[config.mk]
export PLATFORM = sky130hd
export DESIGN_NAME = sfx_audio_mixer
export DESIGN_NICKNAME = d
export VERILOG_FILES = /design/src/rtl/sfx_audio_mixer.sv
export SDC_FILE = /design/constraint.sdc
export NUM_CORES = 1
export LEC_CHECK = 0
export ABC_AREA = 1
export CORE_MARGIN = 2
export CORE_UTILIZATION = 35
export DETAILED_ROUTE_END_ITERATION = 12
export PLACE_DENSITY_LB_ADDON = 0.12
export SYNTH_ARGS = -nofsm -noshare
export SYNTH_HDL_FRONTEND = slang
export SYNTH_SLANG_ARGS = --single-unit
[constraint.sdc]
create_clock -name clk -period 5.9 [get_ports clk]
set_input_delay 1.77 -clock clk [delete_from_list [all_inputs] [get_ports clk]]
set_output_delay 1.77 -clock clk [all_outputs]
set_load 0.03 [all_outputs]
[src/rtl/sfx_audio_mixer.sv]
// Duck-mixes internally generated "hit" and "block" tones over the PWM-scaled BGM square wave.
// Optional macro SFX_SWEEP_EN: hit tone half-period grows by one cycle per phase toggle (falling pitch).
module sfx_audio_mixer #(
    parameter int HIT_HALF_PER   = 113636,
    parameter int BLOCK_HALF_PER = 75757,
    parameter int SFX_LEN        = 10000000,
    parameter int GAP_LEN        = 1000000,
    parameter int CNT_W          = 24
) (
    input  logic       clk,
    input  logic       reset,
    input  logic       bgm_in,
    input  logic       hit_trig,
    input  logic       block_trig,
    input  logic [2:0] volume,
    input  logic       mute,
    output logic       speaker,
    output logic       sfx_busy,
    output logic [1:0] sfx_id
);
    localparam logic [1:0] IDLE = 2'd0;
    localparam logic [1:0] PLAY = 2'd1;
    localparam logic [1:0] GAP  = 2'd2;

    localparam logic [1:0] ID_NONE  = 2'b00;
    localparam logic [1:0] ID_HIT   = 2'b01;
    localparam logic [1:0] ID_BLOCK = 2'b10;

    localparam logic [CNT_W-1:0] HIT_HP   = CNT_W'(HIT_HALF_PER);
    localparam logic [CNT_W-1:0] BLOCK_HP = CNT_W'(BLOCK_HALF_PER);
    localparam logic [CNT_W-1:0] SFX_LOAD = CNT_W'(SFX_LEN - 1);
    localparam logic [CNT_W-1:0] GAP_LOAD = CNT_W'(GAP_LEN - 1);
    localparam logic [CNT_W-1:0] ONE      = CNT_W'(1);

    logic             bgm_s1;
    logic             bgm_s2;
    logic [2:0]       pwm_cnt;
    logic [1:0]       state;
    logic [CNT_W-1:0] dur_cnt;
    logic [CNT_W-1:0] tone_cnt;
    logic [CNT_W-1:0] half_per;
    logic             phase;
    logic             bgm_gate;
    logic             start;
    logic [1:0]       start_id;
    logic             tone_wrap;
    logic             speaker_next;

    always_ff @(posedge clk or posedge reset) begin
        if (reset) begin
            bgm_s1  <= 1'b0;
            bgm_s2  <= 1'b0;
            pwm_cnt <= 3'd0;
        end else begin
            bgm_s1  <= bgm_in;
            bgm_s2  <= bgm_s1;
            pwm_cnt <= pwm_cnt + 3'd1;
        end
    end

    assign bgm_gate = (volume == 3'd7) || (pwm_cnt < volume);

    // Hit always (re)starts; a block is dropped only while a hit is still playing.
    assign start    = hit_trig || (block_trig && !(state == PLAY && sfx_id == ID_HIT));
    assign start_id = hit_trig ? ID_HIT : ID_BLOCK;

`ifdef SFX_SWEEP_EN
    always_ff @(posedge clk or posedge reset) begin
        if (reset) begin
            half_per <= '0;
        end else if (start) begin
            half_per <= hit_trig ? HIT_HP : BLOCK_HP;
        end else if (state == PLAY && tone_wrap && sfx_id == ID_HIT) begin
            half_per <= half_per + ONE;
        end
    end
`else
    assign half_per = (sfx_id == ID_HIT) ? HIT_HP : BLOCK_HP;
`endif

    assign tone_wrap = (tone_cnt == half_per - ONE);

    always_comb begin
        speaker_next = 1'b0;
        if (!mute) begin
            case (state)
                IDLE:    speaker_next = bgm_s2 & bgm_gate;
                PLAY:    speaker_next = phase;
                default: speaker_next = 1'b0;
            endcase
        end
    end

    // Outputs are registered alongside the state so busy/id change on the same edge.
    always_ff @(posedge clk or posedge reset) begin
        if (reset) begin
            state    <= IDLE;
            dur_cnt  <= '0;
            tone_cnt <= '0;
            phase    <= 1'b0;
            sfx_id   <= ID_NONE;
            sfx_busy <= 1'b0;
            speaker  <= 1'b0;
        end else begin
            speaker <= speaker_next;
            if (start) begin
                state    <= PLAY;
                dur_cnt  <= SFX_LOAD;
                tone_cnt <= '0;
                phase    <= 1'b1;
                sfx_id   <= start_id;
                sfx_busy <= 1'b1;
            end else begin
                case (state)
                    PLAY: begin
                        if (tone_wrap) begin
                            tone_cnt <= '0;
                            phase    <= ~phase;
                        end else begin
                            tone_cnt <= tone_cnt + ONE;
                        end
                        if (dur_cnt == '0) begin
                            state   <= GAP;
                            dur_cnt <= GAP_LOAD;
                            sfx_id  <= ID_NONE;
                        end else begin
                            dur_cnt <= dur_cnt - ONE;
                        end
                    end
                    GAP: begin
                        if (dur_cnt == '0) begin
                            state    <= IDLE;
                            sfx_busy <= 1'b0;
                        end else begin
                            dur_cnt <= dur_cnt - ONE;
                        end
                    end
                    default: state <= IDLE;
                endcase
            end
        end
    end
endmodule

Word level (Yosys, flattened, before mapping)
Cells that the tools add are included.
W data, S select, Z words.
{ "classes": {"muxes": 23, "order_cmp": 1, "addsub": 4, "reduce_logical": 17, "eq_ne": 8, "bitwise_logic": 2} }
{ "ops": {"columns": ["operator", "count"], "rows": [
  ["$mux W24", 6],
  ["$pmux W24 S2", 1],
  ["$add A24 B1 Y24 const B", 1],
  ["$eq A24 B24 Y1", 1],
  ["$logic_not A24 Y1", 1],
  ["$sub A24 B1 Y24 const B", 1],
  ["$sub A17 B1 Y18 const B", 1],
  ["$mux W16", 1],
  ["$mux W2", 6],
  ["$reduce_and A2 Y1", 5],
  ["$reduce_bool A2 Y1", 4],
  ["$mux W1", 7],
  ["$ne A3 B3 Y1 const B", 2],
  ["$eq A2 B1 Y1 const B", 2],
  ["$pmux W2 S2", 1],
  ["$add A3 B1 Y3 const B", 1],
  ["$eq A3 B3 Y1 const B", 1],
  ["$lt A3 B3 Y1", 1],
  ["$ne A3 B2 Y1 const B", 1],
  ["$reduce_bool A3 Y1", 1],
  ["$eq A2 B2 Y1 const B", 1],
  ["$logic_and A1 B1 Y1", 2],
  ["$logic_not A2 Y1", 1],
  ["$logic_or A1 B1 Y1", 2],
  ["other kinds (4)", 4]
]} }
{ "word_totals": {"register_bits": 60, "output_inout_bits": 4, "elab_cells": 65} }

Logic depth before layout (Yosys ltp)
Gate-level depths: netlist (run 1).
{ "depth": {"word_depth": 7, "depth_mapped": 13} }

Worst setup path before layout (run 1)
No wires, ideal clock.
{ "synth_path": {"path_kind": "input to register", "startpoint": "in hit_trig", "endpoint": "reg tone_cnt[6]", "n_path_buf": 1, "path_slack_ns": 3.192, "t_required_ns": 5.767, "t_arrival_ns": 2.575, "stages": 7, "cell_sequence": "inv_1 nand3_1 inv_1 clkbuf_1 o21ai_0 nand2_1 a21oi_1"} }
{ "synth_between": {"elab_chain_len": 2, "word_cells_on_any_way": 3, "cone_classes": "1 x mux; 2 x reduce/logical"} }
{ "synth_lines": {"columns": ["element", "line_no", "text"], "rows": [
  ["start, declared", "13", "input logic hit_trig,"],
  ["$logic_or A1 B1 Y1 *", "64", "assign start = hit_trig || (block_trig && !(state == PLAY && sfx_id == ID_HIT));"],
  ["$mux W24 or $reduce_bool A2 Y1 (tied branches)", null, null],
  ["end signal, assigned", "120", "tone_cnt <= tone_cnt + ONE;"],
  ["end, declared", "40", "logic [CNT_W-1:0] tone_cnt;"]
]} }
Every way passes the cells marked *; elsewhere a longest branch is shown, timed or not.
A chain may end at the register's enable or synchronous reset.

Worst setup path in the final report (run 1)
{ "layout_path": {"startpoint": "in hit_trig", "endpoint": "reg dur_cnt[17]"} }
{ "layout_between": {"elab_chain_len": 3, "word_cells_on_any_way": 5, "cone_classes": "1 x eq/ne; 1 x mux; 3 x reduce/logical"} }
{ "layout_lines": {"columns": ["element", "line_no", "text"], "rows": [
  ["$logic_or A1 B1 Y1 *", "64", null],
  ["$ne A3 B3 Y1 (no source line) or $reduce_bool A3 Y1 (tied branches)", null, null],
  ["$reduce_and A2 Y1 (no source line)", null, null],
  ["end signal, assigned", "127", "dur_cnt <= dur_cnt - ONE;"],
  ["end signal, assigned", "135", "dur_cnt <= dur_cnt - ONE;"],
  ["end, declared", "39", "logic [CNT_W-1:0] dur_cnt;"]
]} }
Marks and branches as above.

==> impl_metrics.toml, run 1 <==
[cts]
htreeDepth = 3
clk_pin_slew_ns = 0.06
cts-root-buf = "clkbuf_8"
postCtsSetupBuffers = 0
ctsResizeCount = 0
cts_buffer_depth = 2
numCtsBuffers = 9
cts_tree = "built"
insertion_delay_ns = 0.36
ctsHoldBuffers = 0
clock_sinks = 60

[floorplanning]
start_util = 0.355
rows = 38
ioPinCount = 13
die_area_um2 = 11700
die_h_um = 108
dieWidth_um = 108
core_area_um2 = 10700

[logic_synthesis]
ys_seq_elements = 60
netlist_instances = 555
synthesis.area_um2 = 3790
synthArstFlopShare = 1.00
yosysWarnings = 0
synth_area_per_cell_um2 = 6.83
yosys.cell_types.count = 38
syn-num-nets = 570
synth-edff-count = 0
synth_top_flop_cell = "dfrtp_1"
ys_seq_area_frac = 0.396

[global_routing]
overflow = 0
antenna_found_initial = 0
grt.total_usage = 0.183
met1_usage = 0.228
use_met3 = 0.0524
met2_usage = 0.304
grt_max_degree = 41
top_usage_layer = "met2"
grt_pass1_vias = 3382
grt_pass1_wl_um = 16600

[setup_path]
endpoint_kind = "register"
worstSetupPathType = "in -> reg"
cp_max_fo = 40
startpoint_type = "input pin"
r2r_setup_slack_ns = 3.44
worstPathArrival_ns = 3.92
crit_required_ns = 6.17

[timing]
finalCritPeriodShare = 0.619
fmax_mhz = 274
finalSetupViolCount = 0
worst_slew_pin_slew_ns = 0.687
finalSetupTns_ns = 0
fin_crit_ns = 3.65
fin_skew_ns = 0.00689
slew_violations = 0
whs_ns = 0.350
maxSlewHeadroom = 0.541
rsz0062_at_grt = "no"
timing.final.hold_violations = 0

[cells_and_area]
nNetsFinal = 586
area_growth_pct = 11.8
drive_gt1_frac = 0.0627
nFillCells = 1154
final_cell_area_um2 = 4240
antennaDiodeCount = 0

[outcome]
outcome = "finished, final reports clean"

[route]
initialDrtViolationCount = 165
vias = 3435
antenna_left = 0
first_pass_iters = 4
wire_per_inst_um = 13.7
drt-total-wl_um = 9800
drc = 0
vias_per_cell = 4.81

[placement]
post_dp_cell_area_um2 = 4050
portBuffers = 12
gp_congestion = 0.907
dp_hpwl_um = 7250

[power_and_ir_drop]
powerDensity_nw_per_um2 = 201
ir_worst_vdd_v = 0.000246
leakagePower_nw = 1.91
power_mw = 0.853

[flow_run]
max-cap-violations = 0

[min_path]
worstHoldPathType = "reg -> reg"
-- cell type report --
class,instances,area (um^2),share of cell area
Inverter,63,236,0.0558
Tap cell,140,175,0.0413
Timing Repair Buffer,15,143,0.0336
Clock buffer,12,155,0.0366
Multi-Input combinational cell,422,1990,0.470
Sequential cell,60,1500,0.354
Clock inverter,2,35.0,0.00826
-- layer usage --
metal / routed length, um / part of all wire
met2: 4690 / 0.48
met5: 0 / 0
met4: 145 / 0.015
met1: 4680 / 0.48
met3: 279 / 0.028
-- Yosys cell counts (2+ instances only) --
master     number  share of area
a21oi_1        26          0.034
nor2_4          3         0.0089
nand2_2         4         0.0066
inv_2           2         0.0020
nor3_1         14          0.018
xor2_1         11          0.025
o21bai_1        2         0.0040
xnor2_1         4         0.0092
nand3b_1        4         0.0079
nand2_1       179           0.18
nand4_1        14          0.023
clkbuf_1        3         0.0030
buf_2           3         0.0040
dfrtp_1        60           0.40
buf_6           2         0.0059
nor2_2          5         0.0082
o2111ai_1       2         0.0046
nor2_1         81          0.080
o21ai_1         2         0.0026
ha_1            6          0.020
nand3_1        41          0.054
o21ai_0        12          0.016
inv_1          60          0.059
-- per-stage QoR --
stage	setup slack (ns)	utilization	std cells
after CTS	2.26	0.396	714
final	2.25	0.396	714
after global placement	1.96	0.379	700
after floorplan	2.65	-	555
after detailed placement	1.89	0.379	700
after global routing	2.03	0.396	714
-- critical path, cell delays in order --
cell             delay, ns
clkdlybuf4s50_1       0.48
inv_1                 0.07
nand3_1               0.08
buf_4                 0.37
inv_1                 0.34
nand2_4               0.35
nand2_1               0.13
inv_2                 0.18
nand2_1               0.07
o21ai_1               0.08
-- registers in the layout (all words and copies together) (netlist names) --
register,flops
phase,1
bgm_s1,1
speaker,1
tone_cnt,24
sfx_busy,1
state,2
dur_cnt,24
pwm_cnt,3
sfx_id,2
bgm_s2,1
-- final timing paths --
| kind | start | endpoint | depth (start not counted) |
|---|---|---|---|
| hold reg to reg | bgm_s1 | bgm_s2 | 0 |
| hold / removal | bgm_s1 | bgm_s2 | 0 |
| max in group asynchronous | reset | dur_cnt[13] | 3 |
| setup reg to reg | dur_cnt[0] | dur_cnt[21] | 11 |
| setup / recovery | hit_trig | dur_cnt[17] | 10 |
| min in group asynchronous | reset | pwm_cnt[2] | 2 |
-- cells in the final DEF (no fill, tap or decap), types with 12 or more instances in the layout --
cell type	synthesis	final
nand2_1	179	179
nor2_1	81	81
a21oi_1	26	26
inv_1	60	59
nand4_1	14	14
o21ai_0	12	12
clkdlybuf4s50_1	0	12
dfrtp_1	60	60
nor3_1	14	14
nand3_1	41	41
-- cell families after synthesis --
family / share of synthesized area
AND/OR/NAND/NOR: 0.395
buffers and inverters: 0.0782
flip-flops: 0.396
AO/OA/AOI/OAI: 0.0762
XOR/XNOR: 0.0346
adder cells (fa/ha/maj): 0.0198
-- report_power, final --
part	internal, mW	switching (mW)
Clock	0.213	0.159
Sequential	0.418	0.00541
Combinational	0.0190	0.0382
Total	0.650	0.203
(Power assumes the default switching activity.)
==> run 2: changes to the inputs <==
==> constraint.sdc (replaced) <==
create_clock -name clk -period 3.3 [get_ports clk]
set_input_delay 0.99 -clock clk [delete_from_list [all_inputs] [get_ports clk]]
set_output_delay 0.99 -clock clk [all_outputs]
set_load 0.03 [all_outputs]
==> run 2 against run 1 <==
Effect of this change: non-clock buffer count up 1; largest power group unchanged; power up 73%; flip-flop and latch count unchanged; clock skew up 0.0056 ns; highest routed layer unchanged; clock power up 65%; clock-buffer cell count down 3; cell area up 0.15%; sequential power up 79%; largest cell class unchanged.
==> impl_metrics.toml, run 2 (synthesis gave the netlist of run 1 again) <==
[cts]
cts-root-buf = "clkbuf_8"
postCtsSetupBuffers = 0
cts_buffer_depth = 2
insertion_delay_ns = 0.35
clock_sinks = 60
ctsHoldBuffers = 0
numCtsBuffers = 9
ctsResizeCount = 0
cts_tree = "built"
clk_pin_slew_ns = 0.08
htreeDepth = 3

[placement]
dp_cells = 701
dp_hpwl_um = 7100
gp_congestion = 0.878
portBuffers = 12

[cells_and_area]
stdcell_count = 717
layout_common_cells = "179 x nand2_1, 81 x nor2_1, 60 x dfrtp_1, 59 x inv_1, 41 x nand3_1"
antennaDiodeCount = 0
drive_gt1_frac = 0.0693
largest_registers = "dur_cnt (24), tone_cnt (24), pwm_cnt (3)"
utilization = 0.397
area_growth_pct = 12.0
nNetsFinal = 587
final_common_cell = "nand2_1"

[timing]
timing.final.hold_violations = 0
maxSlewHeadroom = 0.637
fin_crit_ns = 2.51
fmax_mhz = 399
finalCritPeriodShare = 0.759
fin_skew_ns = 0.0125
slew_violations = 0
rsz0062_at_grt = "no"
worst_slew_pin_slew_ns = 0.544
finalSetupViolCount = 0
finalSetupTns_ns = 0

[min_path]
worstHoldPathType = "reg -> reg"
hold_path.startpoint = "bgm_s1"
hold_depth = 0
holdPathEnd = "bgm_s2"

[global_routing]
antenna_found_initial = 0
grt.total_usage = 0.179
use_met3 = 0.0410
overflow = 0
met1_usage = 0.226
met2_usage = 0.301
grt_pass1_wl_um = 16200
grt_max_degree = 61
grt_pass1_vias = 3294
top_usage_layer = "met2"

[route]
initialDrtViolationCount = 186
drt-total-wl_um = 9750
vias = 3471
wire_per_inst_um = 13.6
antenna_left = 0
drc = 0
vias_per_cell = 4.84
first_pass_iters = 4

[setup_path]
reg2reg_to = "dur_cnt[17]"
r2r_setup_slack_ns = 1.24
r2r-start = "dur_cnt[0]"
worstPathArrival_ns = 2.73
startpoint_type = "input pin"
cp_max_fo = 26
crit_required_ns = 3.52
endpoint_kind = "register"
worstSetupPathType = "in -> reg"
r2r_cells = 13

[floorplanning]
rows = 38
ioPinCount = 13
start_util = 0.355
die_h_um = 108
core_area_um2 = 10700
dieWidth_um = 108
die_area_um2 = 11700

[power_and_ir_drop]
leakagePower_nw = 1.90
ir_worst_vdd_v = 0.000231
powerDensity_nw_per_um2 = 347

[outcome]
outcome = "finished, final reports clean"

[flow_run]
max-cap-violations = 0
## run 2: how the worst max path moves through the flow
stage	start	to	slack, ns	cells after the start
2_1_floorplan	reset	bgm_s1	0.83	1
3_3_place_gp	hit_trig	dur_cnt[17]	0.45	9
3_5_place_dp	hit_trig	dur_cnt[17]	0.38	9
4_1_cts	hit_trig	dur_cnt[17]	0.75	9
5_1_grt	block_trig	tone_cnt[5]	0.64	8
6_report	hit_trig	dur_cnt[17]	0.79	9
## run 2: final cells by class
type | instances | area, um^2
tap | 140 | 175
clock inverter | 7 | 52.6
sequential | 60 | 1500
timing repair buffer | 16 | 163
inverter | 63 | 236
clock buffer | 9 | 124
multi-input combinational | 422 | 1990
fill | 1126 | 6450
## run 2: critical path: stages
cell,delay (ns)
clkdlybuf4s50_1,0.42
inv_1,0.09
nand3_1,0.09
inv_1,0.42
nand2_4,0.29
nand2_1,0.17
inv_2,0.12
nand2_1,0.07
o21ai_1,0.06
## run 2: through the flow
step | hold slack (ns) | total power [mW] | setup slack, ns | instance area [um^2]
after global routing | 0.371 | 1.56 | 0.637 | 4250
after detailed placement | 0.340 | 0.877 | 0.379 | 4070
after CTS | 0.360 | 1.50 | 0.753 | 4250
final | 0.359 | 1.48 | 0.794 | 4250
after global placement | 0.344 | 0.877 | 0.454 | 4070
after floorplan | 0.331 | 0.835 | 0.825 | 3790
## run 2: where the power goes
| group | switching [mW] | internal (mW) | leakage [nW] |
|---|---|---|---|
| Combinational | 0.0674 | 0.0356 | 1.08 |
| Clock | 0.341 | 0.274 | 0.0779 |
| Sequential | 0.0110 | 0.746 | 0.739 |
| Total | 0.420 | 1.06 | 1.90 |
## run 2: layer usage
layer | wire, um | part of all wire | vias up
met2 | 4670 | 0.48 | 73
met3 | 434 | 0.045 | 12
li1 | - | - | 1803
met4 | 144 | 0.015 | 0
met1 | 4510 | 0.46 | 1583
met5 | 0 | 0 | -
